<file path="src/rtl/regfile_write_arbiter_if.sv">
// Writeback bus between the two writeback sources, the arbiter and the register file write port.
// The master modport is the requester/register-file side; the slave modport is the arbiter.
interface regfile_write_arbiter_if #(
    parameter int DATA_W = 64,
    parameter int ADDR_W = 5
);
    logic                     req0_valid;
    logic [ADDR_W-1:0]        req0_addr;
    logic [DATA_W-1:0]        req0_data;
    logic                     req0_ready;
    logic                     req1_valid;
    logic [ADDR_W-1:0]        req1_addr;
    logic [DATA_W-1:0]        req1_data;
    logic                     req1_ready;
    logic                     we3;
    logic [ADDR_W-1:0]        wa3;
    logic [DATA_W-1:0]        wd3;
    logic [(1<<ADDR_W)-1:0]   pending;
    logic                     busy;

    modport master (
        output req0_valid, req0_addr, req0_data, req1_valid, req1_addr, req1_data,
        input  req0_ready, req1_ready, we3, wa3, wd3, pending, busy
    );

    modport slave (
        input  req0_valid, req0_addr, req0_data, req1_valid, req1_addr, req1_data,
        output req0_ready, req1_ready, we3, wa3, wd3, pending, busy
    );
endinterface

</file>
<file path="src/rtl/regfile_write_arbiter.sv">
// Shares the single register-file write port between two one-entry writeback buffers,
// issuing oldest-first with a round-robin tie-break when both load on the same edge.
module regfile_write_arbiter #(
    parameter int DATA_W = 64,
    parameter int ADDR_W = 5
) (
    input  logic                    clk,
    input  logic                    reset,
    regfile_write_arbiter_if.slave  bus
);
    localparam int                NREQ  = 2;
    localparam int                NREGS = 1 << ADDR_W;
    localparam logic [ADDR_W-1:0] XZR   = '1;

    logic [NREQ-1:0]              w_valid, w_ready, w_gnt, w_load, w_stay;
    logic [NREQ-1:0][ADDR_W-1:0]  w_addr;
    logic [NREQ-1:0][DATA_W-1:0]  w_data;

    logic [NREQ-1:0]              r_full;
    logic [NREQ-1:0][ADDR_W-1:0]  r_addr;
    logic [NREQ-1:0][DATA_W-1:0]  r_data;
    logic                         r_first;
    logic                         r_rr;

    logic                         w_we3;
    logic [ADDR_W-1:0]            w_wa3;
    logic [DATA_W-1:0]            w_wd3;
    logic [NREGS-1:0]             w_pending;

    assign w_valid = {bus.req1_valid, bus.req0_valid};
    assign w_addr  = {bus.req1_addr,  bus.req0_addr};
    assign w_data  = {bus.req1_data,  bus.req0_data};

    // Grant depends on registered state only, so ready never combinationally follows valid.
    assign w_gnt[0] = r_full[0] & (~r_full[1] | ~r_first);
    assign w_gnt[1] = r_full[1] & (~r_full[0] |  r_first);

    genvar g;
    generate
        for (g = 0; g < NREQ; g++) begin : g_buf
            assign w_ready[g] = ~r_full[g] | w_gnt[g];
            // Writes to XZR are accepted but never occupy the buffer.
            assign w_load[g]  = w_valid[g] & w_ready[g] & (w_addr[g] != XZR);
            assign w_stay[g]  = r_full[g] & ~w_gnt[g];

            always_ff @(posedge clk or negedge reset) begin
                if (!reset) begin
                    r_full[g] <= 1'b0;
                    r_addr[g] <= '0;
                    r_data[g] <= '0;
                end else begin
                    r_full[g] <= w_load[g] | w_stay[g];
                    if (w_load[g]) begin
                        r_addr[g] <= w_addr[g];
                        r_data[g] <= w_data[g];
                    end
                end
            end
        end
    endgenerate

    // A buffer left waiting is by definition older than anything loaded alongside it.
    always_ff @(posedge clk or negedge reset) begin
        if (!reset) begin
            r_first <= 1'b0;
            r_rr    <= 1'b0;
        end else if (w_stay[0]) begin
            r_first <= 1'b0;
        end else if (w_stay[1]) begin
            r_first <= 1'b1;
        end else if (w_load[0] & w_load[1]) begin
            r_first <= r_rr;
            r_rr    <= ~r_rr;
        end
    end

    always_comb begin
        w_we3 = |w_gnt;
        w_wa3 = '0;
        w_wd3 = '0;
        if (w_gnt[1]) begin
            w_wa3 = r_addr[1];
            w_wd3 = r_data[1];
        end else if (w_gnt[0]) begin
            w_wa3 = r_addr[0];
            w_wd3 = r_data[0];
        end
    end

    always_comb begin
        w_pending = '0;
        for (int i = 0; i < NREQ; i++)
            if (r_full[i]) w_pending[r_addr[i]] = 1'b1;
        w_pending[NREGS-1] = 1'b0;
    end

    assign bus.req0_ready = w_ready[0];
    assign bus.req1_ready = w_ready[1];
    assign bus.we3        = w_we3;
    assign bus.wa3        = w_wa3;
    assign bus.wd3        = w_wd3;
    assign bus.pending    = w_pending;
    assign bus.busy       = |r_full;
endmodule

</file>
<file path="src/flat_wrapper.sv">
// flat-port wrapper written by rule: the top's interface ports become plain ports
module regfile_write_arbiter_flat 
#(
    parameter int DATA_W = 64,
    parameter int ADDR_W = 5
)
  (clk, reset, bus_req0_valid, bus_req0_addr, bus_req0_data, bus_req1_valid, bus_req1_addr, bus_req1_data, bus_req0_ready, bus_req1_ready, bus_we3, bus_wa3, bus_wd3, bus_pending, bus_busy);
  regfile_write_arbiter_if #(.DATA_W(DATA_W), .ADDR_W(ADDR_W)) bus_i ();
  input  logic clk;
  input  logic reset;
  input wire logic [$bits(bus_i.req0_valid)-1:0] bus_req0_valid;
  input wire logic [$bits(bus_i.req0_addr)-1:0] bus_req0_addr;
  input wire logic [$bits(bus_i.req0_data)-1:0] bus_req0_data;
  input wire logic [$bits(bus_i.req1_valid)-1:0] bus_req1_valid;
  input wire logic [$bits(bus_i.req1_addr)-1:0] bus_req1_addr;
  input wire logic [$bits(bus_i.req1_data)-1:0] bus_req1_data;
  output wire logic [$bits(bus_i.req0_ready)-1:0] bus_req0_ready;
  output wire logic [$bits(bus_i.req1_ready)-1:0] bus_req1_ready;
  output wire logic [$bits(bus_i.we3)-1:0] bus_we3;
  output wire logic [$bits(bus_i.wa3)-1:0] bus_wa3;
  output wire logic [$bits(bus_i.wd3)-1:0] bus_wd3;
  output wire logic [$bits(bus_i.pending)-1:0] bus_pending;
  output wire logic [$bits(bus_i.busy)-1:0] bus_busy;
  assign bus_i.req0_valid = bus_req0_valid;
  assign bus_i.req0_addr = bus_req0_addr;
  assign bus_i.req0_data = bus_req0_data;
  assign bus_i.req1_valid = bus_req1_valid;
  assign bus_i.req1_addr = bus_req1_addr;
  assign bus_i.req1_data = bus_req1_data;
  assign bus_req0_ready = bus_i.req0_ready;
  assign bus_req1_ready = bus_i.req1_ready;
  assign bus_we3 = bus_i.we3;
  assign bus_wa3 = bus_i.wa3;
  assign bus_wd3 = bus_i.wd3;
  assign bus_pending = bus_i.pending;
  assign bus_busy = bus_i.busy;
  regfile_write_arbiter #(.DATA_W(DATA_W), .ADDR_W(ADDR_W)) u_core (.clk(clk), .reset(reset), .bus(bus_i));
endmodule
</file>
<file path="config.mk">
export PLATFORM = sky130hd
export DESIGN_NAME = regfile_write_arbiter_flat
export DESIGN_NICKNAME = d
export VERILOG_FILES = /design/src/rtl/regfile_write_arbiter_if.sv /design/src/rtl/regfile_write_arbiter.sv /design/src/flat_wrapper.sv
export SDC_FILE = /design/constraint.sdc
export NUM_CORES = 1
export LEC_CHECK = 0
export ABC_AREA = 1
export BUFFER_PORTS_ARGS = -buffer_cell sky130_fd_sc_hd__buf_4
export CAP_MARGIN = 20
export CELL_PAD_IN_SITES_DETAIL_PLACEMENT = 1
export CELL_PAD_IN_SITES_GLOBAL_PLACEMENT = 2
export CORE_MARGIN = 5
export CORE_UTILIZATION = 27
export DETAILED_ROUTE_END_ITERATION = 10
export HOLD_SLACK_MARGIN = 0.02
export MAX_ROUTING_LAYER = met4
export PLACE_DENSITY = 0.77
export REMOVE_ABC_BUFFERS = 1
export SYNTH_ARGS = -nofsm -noshare
export SYNTH_HDL_FRONTEND = slang
export SYNTH_SLANG_ARGS = --single-unit
</file>
<file path="constraint.sdc">
create_clock -name clk -period 1.8 [get_ports clk]
set_input_delay 0.09 -clock clk [delete_from_list [all_inputs] [get_ports clk]]
set_output_delay 0.09 -clock clk [all_outputs]
set_load 0.01 [all_outputs]
</file>
==> impl_metrics.yaml <==
detailed_routing:
  top_layer_used: "met4"
  wl_per_cell_um: 17.9
  detail-route-antenna-nets: 0
  drt_wl_total_mm: 28.7
  vias_per_cell: 4.61
  wl_met3_mm: 1.37
  first_pass_iters: 4
  drc: 0
  drtIter0Drc: 384
  vias: 7382
  wl_met2_mm: 14.2
  routedLengthMet1_mm: 12.9
clock_tree:
  cts.sinks: 142
  clockBufferDepth: 2
  ctsRootBufferMaster: "clkbuf_16"
  cts_buffers: 17
  cts_tree: "built"
  h-tree-depth: 4
  clk-insertion-delay-late_ns: 0.43
  path_clk_slew_ns: 0.07
critical_path:
  crit_chain: "inv_2 > o21ai_4 > buf_12 > buf_16 > o22ai_1 > buf_4"
  cp_slowest_cell: "dfrtp_2"
  start_kind: "flop"
  crit_type: "reg -> out"
  cp.required_ns: 1.71
  max_stage_delay_ns: 0.40
  endpoint_kind: "output port"
  cp_max_fo: 6
  worstPathArrival_ns: 1.71
timing:
  grt_setup_unrepaired: "true"
  fin_crit_sh: 0.999
  final_max_slew_viol_count: 0
  finalCriticalPeriod_ns: 1.80
  finClkSkew_ns: 0.0189
  setup_viol: 0
  hold_viol_final: 0
  fmax_ghz: 0.556
synth:
  synth.distinct_cells: 20
  netlist_instances: 868
  synth.avg_cell_area_um2: 7.76
  ys_seq_elements: 142
  ys_warn_count: 0
  ys_seq_area_frac: 0.527
  synth_area_mm2: 0.00674
global_route:
  first_global_vias: 8030
  grt_usage: 0.203
  grt_pass1_wl_mm: 44.6
  overflow: 0
  antenna_found_initial: 1
  grt_max_degree: 66
floorplanning:
  fp-row-count: 57
  die_y_um: 168
  coreArea_mm2: 0.0245
  initial_core_util: 0.275
  die_w_um: 168
  dieArea_mm2: 0.0282
  ios: 247
power:
  power_uw: 15000
  irDropWorstVdd_uv: 602
  leakage_uw: 0.00574
  powerDensity_mw_per_mm2: 1300
flow_run:
  cap_viol_max_count: 0
hold_path:
  holdCritPathClass: "in -> async"
placement:
  post-dp-hpwl_mm: 17.6
  gp_congestion: 0.827
  dp_cells: 1407
  io_buffer_count: 245
cells_and_area:
  final_cell_mix: "nand2_1, buf_4, dlygate4sd3_1, dfrtp_1, o21ai_0"
  syn_to_final_growth_pct: 71.7
  finalNetCount: 1406
  fillers: 2878
  mostFrequentLayoutCell: "nand2_1"
  drive_above_1_share: 0.294
  stdcell_count: 1602
outcome:
  outcome: "finished clean"
-- worst max-delay path: cells and delay by family (launching register included) --
kind | cells | cell delay [ns]
AO/OA/AOI/OAI | 2 | 0.32
flip-flops | 1 | 0.40
buffers and inverters | 4 | 0.57
-- synthesized netlist by cell type, drive strengths merged --
cell type / instances / area [µm²]
nor2: 6 / 32.5
clkbuf: 13 / 48.8
o22ai: 6 / 37.5
nand3: 84 / 430
conb: 1 / 3.75
o21ai: 170 / 855
nand2: 314 / 1180
dfrtp: 142 / 3550
nor3: 8 / 40.0
buf: 42 / 248
inv: 82 / 308
-- timing repair --
item | in CTS | in global routing
gates cloned | 4 | 2
pin swaps | 2 | 3
endpoints found under the setup margin | 96 | 85
hold buffers | 140 | 0
resized for setup | 29 | 76
endpoints found under the hold margin | 227 | 0
setup buffers | 6 | 10
-- registers in the layout (all words and copies together), names as in the netlist --
name / cells
u_core.r_first: 1
u_core.r_full: 2
u_core.r_rr: 1
u_core.r_addr: 10
u_core.r_data: 128
-- where the power goes --
| part | leakage, µW | switching, µW | internal, µW |
|---|---|---|---|
| clock | 0.000310 | 1630 | 2170 |
| combinational | 0.00370 | 3800 | 2950 |
| sequential | 0.00173 | 433 | 4030 |
-- worst paths after layout --
check	startpoint	endpoint	slack, ns	depth (start not counted)
setup reg to reg	u_core.r_first	u_core.r_first	0.18	10
setup / recovery	u_core.r_full[1]	bus_wa3[1]	0.003	6
max in group asynchronous	reset	u_core.r_addr[3]	0.97	3
hold reg to reg	u_core.r_data[97]	u_core.r_data[97]	0.47	2
min in group clk	bus_req1_valid	u_core.r_data[126]	0.28	6
hold / removal	reset	u_core.r_data[0]	0.16	2
-- routing by layer --
metal / track usage / vias to the layer above
met2: 0.331 / 201
met4: 0.0445 / 0
met1: 0.267 / 3602
met5: - / -
met3: 0.0363 / 19
li1: - / 3560
-- area by class of cell --
type	instances	area, µm²	area share
well taps	324	405	0.0350
multi-input cells	589	2760	0.239
flip-flops and latches	142	3560	0.308
diodes	1	2.50	0.000216
clock inverters	14	188	0.0162
clock buffers	18	439	0.0380
inverters	82	312	0.0269
repair buffers	432	3900	0.337
-- through the flow --
step / setup TNS, ns / instance area (µm²) / worst slack (ns) / hold WS (ns) / utilization
2_1_floorplan: -345.22 / 6440 / -2.16 / -0.206 / -
3_3_place_gp: 0 / 9010 / 0.291 / 0.0652 / 0.368
3_5_place_dp: 0 / 9010 / 0.264 / 0.0574 / 0.368
4_1_cts: -0.00509 / 11300 / -0.00509 / 0.152 / 0.461
5_1_grt: -1.09 / 11600 / -0.0479 / 0.192 / 0.473
6_report: 0 / 11600 / 0.00258 / 0.162 / 0.473
-- cells by family after synthesis --
group | share of synthesized area
other cells | 0.000557
simple gates | 0.250
buf+inv | 0.0897
flops | 0.527
compound gates | 0.132
(Power assumes the default switching activity.)
